==> config.mk <==
export PLATFORM = sky130hd
export DESIGN_NAME = mem_stage_lsu
export DESIGN_NICKNAME = d
export VERILOG_FILES = /design/src/rtl/mem_stage_lsu.sv
export SDC_FILE = /design/constraint.sdc
export NUM_CORES = 1
export LEC_CHECK = 0
export BUFFER_PORTS_ARGS = -buffer_cell sky130_fd_sc_hd__buf_2
export CORE_MARGIN = 2
export CORE_UTILIZATION = 45
export CTS_CLUSTER_DIAMETER = 30
export DETAILED_ROUTE_END_ITERATION = 10
export PLACE_DENSITY = 0.69
export SLEW_MARGIN = 0
export SYNTH_ARGS = -nofsm -noshare
export SYNTH_HDL_FRONTEND = slang
export SYNTH_SLANG_ARGS = --single-unit
==> constraint.sdc <==
create_clock -name CLK -period 11.3 [get_ports CLK]
set_input_delay 1.13 -clock CLK [delete_from_list [all_inputs] [get_ports CLK]]
set_output_delay 1.13 -clock CLK [all_outputs]
set_load 0.02 [all_outputs]
==> src/rtl/mem_stage_lsu.sv <==
// mem_stage_lsu: M-stage load/store unit splitting accesses into word-aligned req/ack bus transactions
module mem_stage_lsu #(
  parameter int DATA_WIDTH   = 32,
  parameter int FUNCT3_WIDTH = 3
) (
  input  logic                    CLK,
  input  logic                    RST,
  input  logic                    MemReadM,
  input  logic                    MemWriteM,
  input  logic [DATA_WIDTH-1:0]   ALUResultM,
  input  logic [DATA_WIDTH-1:0]   WriteDataM,
  input  logic [FUNCT3_WIDTH-1:0] funct3M,
  output logic [DATA_WIDTH-1:0]   ReadDataM,
  output logic                    StallM,
  output logic                    BusReq,
  output logic                    BusWe,
  output logic [DATA_WIDTH-1:0]   BusAddr,
  output logic [DATA_WIDTH-1:0]   BusWData,
  output logic [3:0]              BusByteEn,
  input  logic [DATA_WIDTH-1:0]   BusRData,
  input  logic                    BusAck
);
  typedef enum logic [1:0] {IDLE, REQ1, REQ2, DONE} state_t;
  state_t state, state_d;
  logic        cmd;
  logic [3:0]  en_in;
  logic [31:0] wmask;
  logic [63:0] d64;
  logic [7:0]  e8;
  logic [1:0]  o_q;
  logic [1:0]  sz_q;
  logic        zx_q;
  logic        ld_q;
  logic        split_q;
  logic [31:0] hi_wd;
  logic [3:0]  hi_be;
  logic [31:0] lo_q;
  logic [31:0] rd_hi;
  logic [31:0] rd_lo;
  logic [31:0] r;
  logic [31:0] ext;
  assign cmd   = MemReadM | MemWriteM;
  assign en_in = funct3M[1:0] == 2'b00 ? 4'b0001 : funct3M[1:0] == 2'b01 ? 4'b0011 : 4'b1111;
  assign wmask = {{8{en_in[3]}}, {8{en_in[2]}}, {8{en_in[1]}}, {8{en_in[0]}}};
  assign d64   = {32'b0, WriteDataM & wmask} << {ALUResultM[1:0], 3'b000};
  assign e8    = {4'b0000, en_in} << ALUResultM[1:0];
  // The second beat pairs the fresh bus word with the buffered first word; an unsplit access sees zero above
  assign rd_hi = state == REQ2 ? BusRData : 32'b0;
  assign rd_lo = state == REQ2 ? lo_q : BusRData;
  assign r     = 32'({rd_hi, rd_lo} >> {o_q, 3'b000});
  assign ext   = sz_q == 2'b00 ? {{24{!zx_q & r[7]}}, r[7:0]} :
                 sz_q == 2'b01 ? {{16{!zx_q & r[15]}}, r[15:0]} : r;
  // Stall covers the command cycle and every bus cycle; held low during reset
  assign StallM = !RST && ((state == IDLE && cmd) || state == REQ1 || state == REQ2);
  // Next-state logic
  always_comb begin
    state_d = state;
    state_d = state == IDLE ? (cmd ? REQ1 : IDLE) :
              state == REQ1 ? (BusAck ? (split_q ? REQ2 : DONE) : REQ1) :
              state == REQ2 ? (BusAck ? DONE : REQ2) : IDLE;
  end
  // State, bus registers, transaction latches and load result
  always_ff @(posedge CLK or posedge RST) begin
    if (RST) begin
      state     <= IDLE;
      BusReq    <= 1'b0;
      BusWe     <= 1'b0;
      BusAddr   <= '0;
      BusWData  <= '0;
      BusByteEn <= 4'b0;
      ReadDataM <= '0;
      o_q       <= 2'b0;
      sz_q      <= 2'b0;
      zx_q      <= 1'b0;
      ld_q      <= 1'b0;
      split_q   <= 1'b0;
      hi_wd     <= 32'b0;
      hi_be     <= 4'b0;
      lo_q      <= 32'b0;
    end else begin
      state <= state_d;
      if (state == IDLE && cmd) begin
        BusReq    <= 1'b1;
        BusWe     <= MemWriteM;
        BusAddr   <= {ALUResultM[31:2], 2'b00};
        BusWData  <= d64[31:0];
        BusByteEn <= e8[3:0];
        hi_wd     <= d64[63:32];
        hi_be     <= e8[7:4];
        split_q   <= |e8[7:4];
        o_q       <= ALUResultM[1:0];
        sz_q      <= funct3M[1:0];
        zx_q      <= funct3M[2];
        ld_q      <= MemReadM & !MemWriteM;
      end else if (state == REQ1 && BusAck) begin
        lo_q <= BusRData;
        if (split_q) begin
          BusAddr   <= BusAddr + 32'd4;
          BusWData  <= hi_wd;
          BusByteEn <= hi_be;
        end else begin
          BusReq <= 1'b0;
          if (ld_q) ReadDataM <= ext;
        end
      end else if (state == REQ2 && BusAck) begin
        BusReq <= 1'b0;
        if (ld_q) ReadDataM <= ext;
      end
    end
  end
endmodule

==> After elaboration in Yosys (flattened, before gate mapping) <==
Index checks and enable logic that the tools add are counted.
{ "op_classes": {"muxes": 30, "bitwise": 6, "shifts": 3, "addsub": 1, "eq_ne": 6, "reduce_logical": 21} }
{ "ops": {"columns": ["cell", "count"], "rows": [
  ["two-way mux 32 bit", 14],
  ["<< shifter 32 x 5 -> 64 bit", 1],
  ["right shift 64 x 5 -> 32 bit", 1],
  ["adder 32 x 3 -> 32 bit (second input constant)", 1],
  ["AND 32 bit", 1],
  ["two-way mux 4 bit", 5],
  ["two-way mux 2 bit", 4],
  ["<< shifter 4 x 2 -> 8 bit", 1],
  ["two-way mux 1 bit", 7],
  ["== test 2 x 1 -> 1 bit (second input constant)", 3],
  ["zero test 2 bit", 3],
  ["AND reduction 2 bit", 3],
  ["nonzero test 2 bit", 3],
  ["logical AND 1 bit", 4],
  ["OR reduction 4 bit", 1],
  ["AND 1 bit", 3],
  ["zero test 1 bit", 3],
  ["inequality test 3 bit (second input constant)", 1],
  ["AND reduction 3 bit", 1],
  ["nonzero test 3 bit", 1],
  ["== test 2 bit (second input constant)", 1],
  ["logical OR 1 bit", 2],
  ["inequality test 2 bit (second input constant)", 1],
  ["inverter 1 bit", 1],
  ["bitwise OR 1 bit", 1]
]} }
{ "word_totals": {"in_bits": 104, "output_inout_bits": 103, "ff_bits": 179, "word_cells": 82} }

==> Depth between registers and ports, before layout <==
{ "depth": {"word_depth": 9, "ltp_mapped": 9, "ltp_nobuf": 6} }

==> Least setup slack after synthesis <==
No wires, ideal clock.
{ "synth_path": {"kind": "input port to output port", "startpoint": "input port RST", "endpoint": "output port StallM", "t_arrival_ns": 5.206, "path_slack_ns": 4.964, "path_buffers": 0, "path_stages": 3, "required_ns": 10.170, "path_cell_list": "inv_1 -> nand2_1 -> a21oi_1"} }
{ "synth_via": {"elab_chain_len": 2} }
{ "synth_lines": {"columns": ["element", "line_no", "text"], "rows": [
  ["start: declaration", "7", "input logic RST,"],
  ["zero test 1 bit (no line)", null, null],
  ["logical AND 1 bit", "54", "assign StallM = !RST && ((state == IDLE && cmd) || state == REQ1 || state == REQ2);"],
  ["end: declaration", "14", "output logic StallM,"]
]} }
Every way passes these cells.

==> Worst setup path after layout <==
{ "layout_path": {"startpoint": "register state[0]", "endpoint": "register ReadDataM[20]"} }
{ "layout_via": {"elab_chain_len": 9, "word_cells_on_any_way": 21, "classes_between": "eq/ne: 3; shift: 1; mux: 8; bitwise: 3; reduce/logical: 6"} }
{ "layout_lines": {"columns": ["element", "line_no", "text"], "rows": [
  ["start: declaration", "24", "state_t state, state_d;"],
  ["start signal: assignment", "81", "state <= state_d;"],
  ["== test 2 bit", "48, 49, 105", null],
  ["two-way mux 32 bit (on tied branches)", "49, 48", null],
  ["right shift 64 x 5 -> 32 bit", "50", "assign r = 32'({rd_hi, rd_lo} >> {o_q, 3'b000});"],
  ["AND 1 bit", "52", "sz_q == 2'b01 ? {{16{!zx_q & r[15]}}, r[15:0]} : r;"],
  ["two-way mux 32 bit", "52", null],
  ["two-way mux 32 bit", "51", "assign ext = sz_q == 2'b00 ? {{24{!zx_q & r[7]}}, r[7:0]} :"],
  ["two-way mux 32 bit", "103, 107", null],
  ["two-way mux 32 bit (on tied branches)", "105, 97", null],
  ["two-way mux 32 bit", "95", "end else if (state == REQ1 && BusAck) begin"],
  ["end signal: assignment", "103", "if (ld_q) ReadDataM <= ext;"],
  ["end signal: assignment", "107", "if (ld_q) ReadDataM <= ext;"],
  ["end: declaration", "13", "output logic [DATA_WIDTH-1:0] ReadDataM,"]
]} }
Several ways; a longest one is shown, not always the timed one. The select of a mux whose other input is x is not followed.
A chain may end at the register's enable or synchronous reset.

==> run summary <==
outcome: complete, no violations
Setup WS pre-CTS: 8020 ps
r2r worst-path depth: 5
worst-path maximum fanout: 22
Layout area overhead: 19.7%
Vias: 7963
Post-CTS Hold Buffers: 0
largest net degree at the start of global routing: 91
Setup CP Type: reg2reg
Root Driver: clkbuf_16
Hold Crit Class: reg2reg
I/O Buffers: 204
height of the die: 145 um
CTS sink cnt: 168
Synth Area per Inst: 9.43 um^2
# Max-Cap Violations: 0
CTS tree: built
Synth Cell Area: 0.00892 mm^2
Slew @ Worst Pin: 909 ps
Critical Path Start Type: register
R2R setup slack: 8010 ps
hold path depth: 2
Detailed Route Iter0 Violations: 617
cts repair resizes: 0
GRT overflow: 0
worst r2r src: state[0]
slew margin rel.: 39.2%
clk buf depth: 2
unrepaired setup endpoints after global routing: no
site row count: 51
Final ANT Viol Nets: 0
Top FF cell, synth: dfrtp_1
flops & latches, synth: 168
Cell Pwr Density: 292 mW/mm^2
H-tree Lvls: 4
HPWL Detailed: 17800 um
GRT Total Usage: 24.8%
Final Cycle Share: 29.2%
Setup WS post-layout: 8010 ps
Peak VDD IR: 0.205 mV
register area share after synthesis: 47.1%
post-CTS setup buffers: 0
Detailed Routing Iterations Pass 1: 5
IO Count: 207
synth warn: 0
DRC errors left: 0
post-DR wirelength/cell: 18.5 um
Synth top area share: 47.1%
area leader, netlist: dfrtp_1
Final Wtd Congestion: 0.886
Clock Skew: 12.3 ps
Core ar.: 0.0195 mm^2
Area contributors post-synth: dfrtp_1 (47%), mux2i_1 (6.6%), mux2_2 (6.4%)
fraction of layout cells with a size suffix above 1: 28.7%
cell area after layout: 0.0107 mm^2
Max Slew Vio Count: 0
count of flip-flops with a built-in enable after synthesis: 0
worst r2r dst: ReadDataM[20]
max frequency: 304 MHz
ys async rst share: 100%
Final nets: 1213
first-pass GRT wire length: 40000 um
most frequent cells in the layout: buf_2 (204), dfrtp_1 (167), nand2_1 (153)
placed cell area: 0.0101 mm^2
fin crit period: 3290 ps
worst skew pair latency: 440 ps
Worst setup startpoint: state[0]
Initial Util: 45.9%
Via-to-Cell Ratio: 5.74
Die Span X: 145 um
Final Routed Wirelength: 25600 um
initial antenna violation count: 2
Leak: 4.75 nW
vias in the first global route: 7504
Critical Path RT: 11570 ps
CTS clk-pin slew, worst paths: 70 ps
Cell variety after synth: 55
WHS: 480 ps
CP Capture Point: ReadDataM[20]
Fin. Hold Viols: 0
die area: 0.0210 mm^2
commonest non-fill, non-tap cell in the layout: buf_2
Mapped Cells: 946
number of CTS-inserted buffers: 17
Setup crit end kind: register
setup violators final: 0
WP data arrival: 3560 ps
Setup Total Neg Slack: 0 ps
## final cells by class
class,count,area (um^2)
antenna,2,5.00
clock buffer,17,425
clock inverter,15,173
fill,1762,8780
inverter,4,20.0
multi-input combinational,702,4420
sequential,168,4210
tap,265,332
timing repair buffer,215,1100
## sequential cells by signal (all words and copies together), names as in the netlist
register,cells
zx_q,1
hi_be,3
BusWe,1
BusReq,1
split_q,1
sz_q,2
ReadDataM,32
BusAddr,30
lo_q,32
hi_wd,24
BusByteEn,4
state,2
o_q,2
BusWData,32
ld_q,1
## through the flow
step	instances	total power [W]	utilization, %
after floorplan	947	0.00207	-
after global placement	1354	0.00249	51.8
after detailed placement	1354	0.00252	51.8
after CTS	1386	0.00312	54.9
after global routing	1386	0.00332	54.9
final	1388	0.00312	54.9
## synthesized netlist by cell type (all sizes together) (2+ instances only)
master	instances
a211oi	13
a21o	2
a21oi	48
a221o	9
a221oi	7
a22o	9
a22oi	4
a31oi	18
a32oi	8
and2	6
and3	3
and4	6
buf	19
clkbuf	54
dfrtp	168
inv	4
mux2	51
mux2i	59
mux4	3
nand2	153
nand2b	5
nand3	25
nand4	11
nor2	91
nor2b	9
nor3	9
o211ai	14
o21a	3
o21ai	84
o22ai	10
or2	3
or3	3
xnor2	10
xor2	12
## routing by layer
layer	track usage [%]	share of wire (%)
met1	34.0	44
met2	38.4	46
met3	5.46	7.8
met4	9.76	2.8
met5	0	0
## worst min-delay path by stage
stage / startpoint / end / slack, ps
after floorplan: hi_be[1] / hi_be[1] / 450
after global placement: BusReq / BusReq / 460
after detailed placement: BusReq / BusReq / 460
after CTS: BusReq / BusReq / 480
after global routing: hi_be[2] / hi_be[2] / 510
final: BusReq / BusReq / 480
## critical path, stage by stage (launching register included)
cell and delay, ps:
dfrtp_1 530, nand2b_1 730, mux4_2 610, a22o_1 270
a211oi_4 800, a211oi_1 170
## cell families (layout without fill, tap and decap cells)
| group | after synthesis | count (layout) | synth area share (%) |
|---|---|---|---|
| simple gates | 331 | 331 | 16.4 |
| compound gates | 233 | 233 | 16.7 |
| flops | 168 | 168 | 47.1 |
| mux | 113 | 113 | 13.8 |
| buf+inv | 77 | 251 | 3.66 |
| xor+xnor | 22 | 22 | 2.16 |
| fa+ha+maj | 1 | 1 | 0.140 |
| other cells | 1 | 4 | 0.0420 |
## power breakdown
group | switching (W) | internal, W
Clock | 0.000282 | 0.000318
Sequential | 0.000236 | 0.000884
Combinational | 0.000868 | 0.000531
Total | 0.00139 | 0.00173
(Power assumes the default switching activity.)
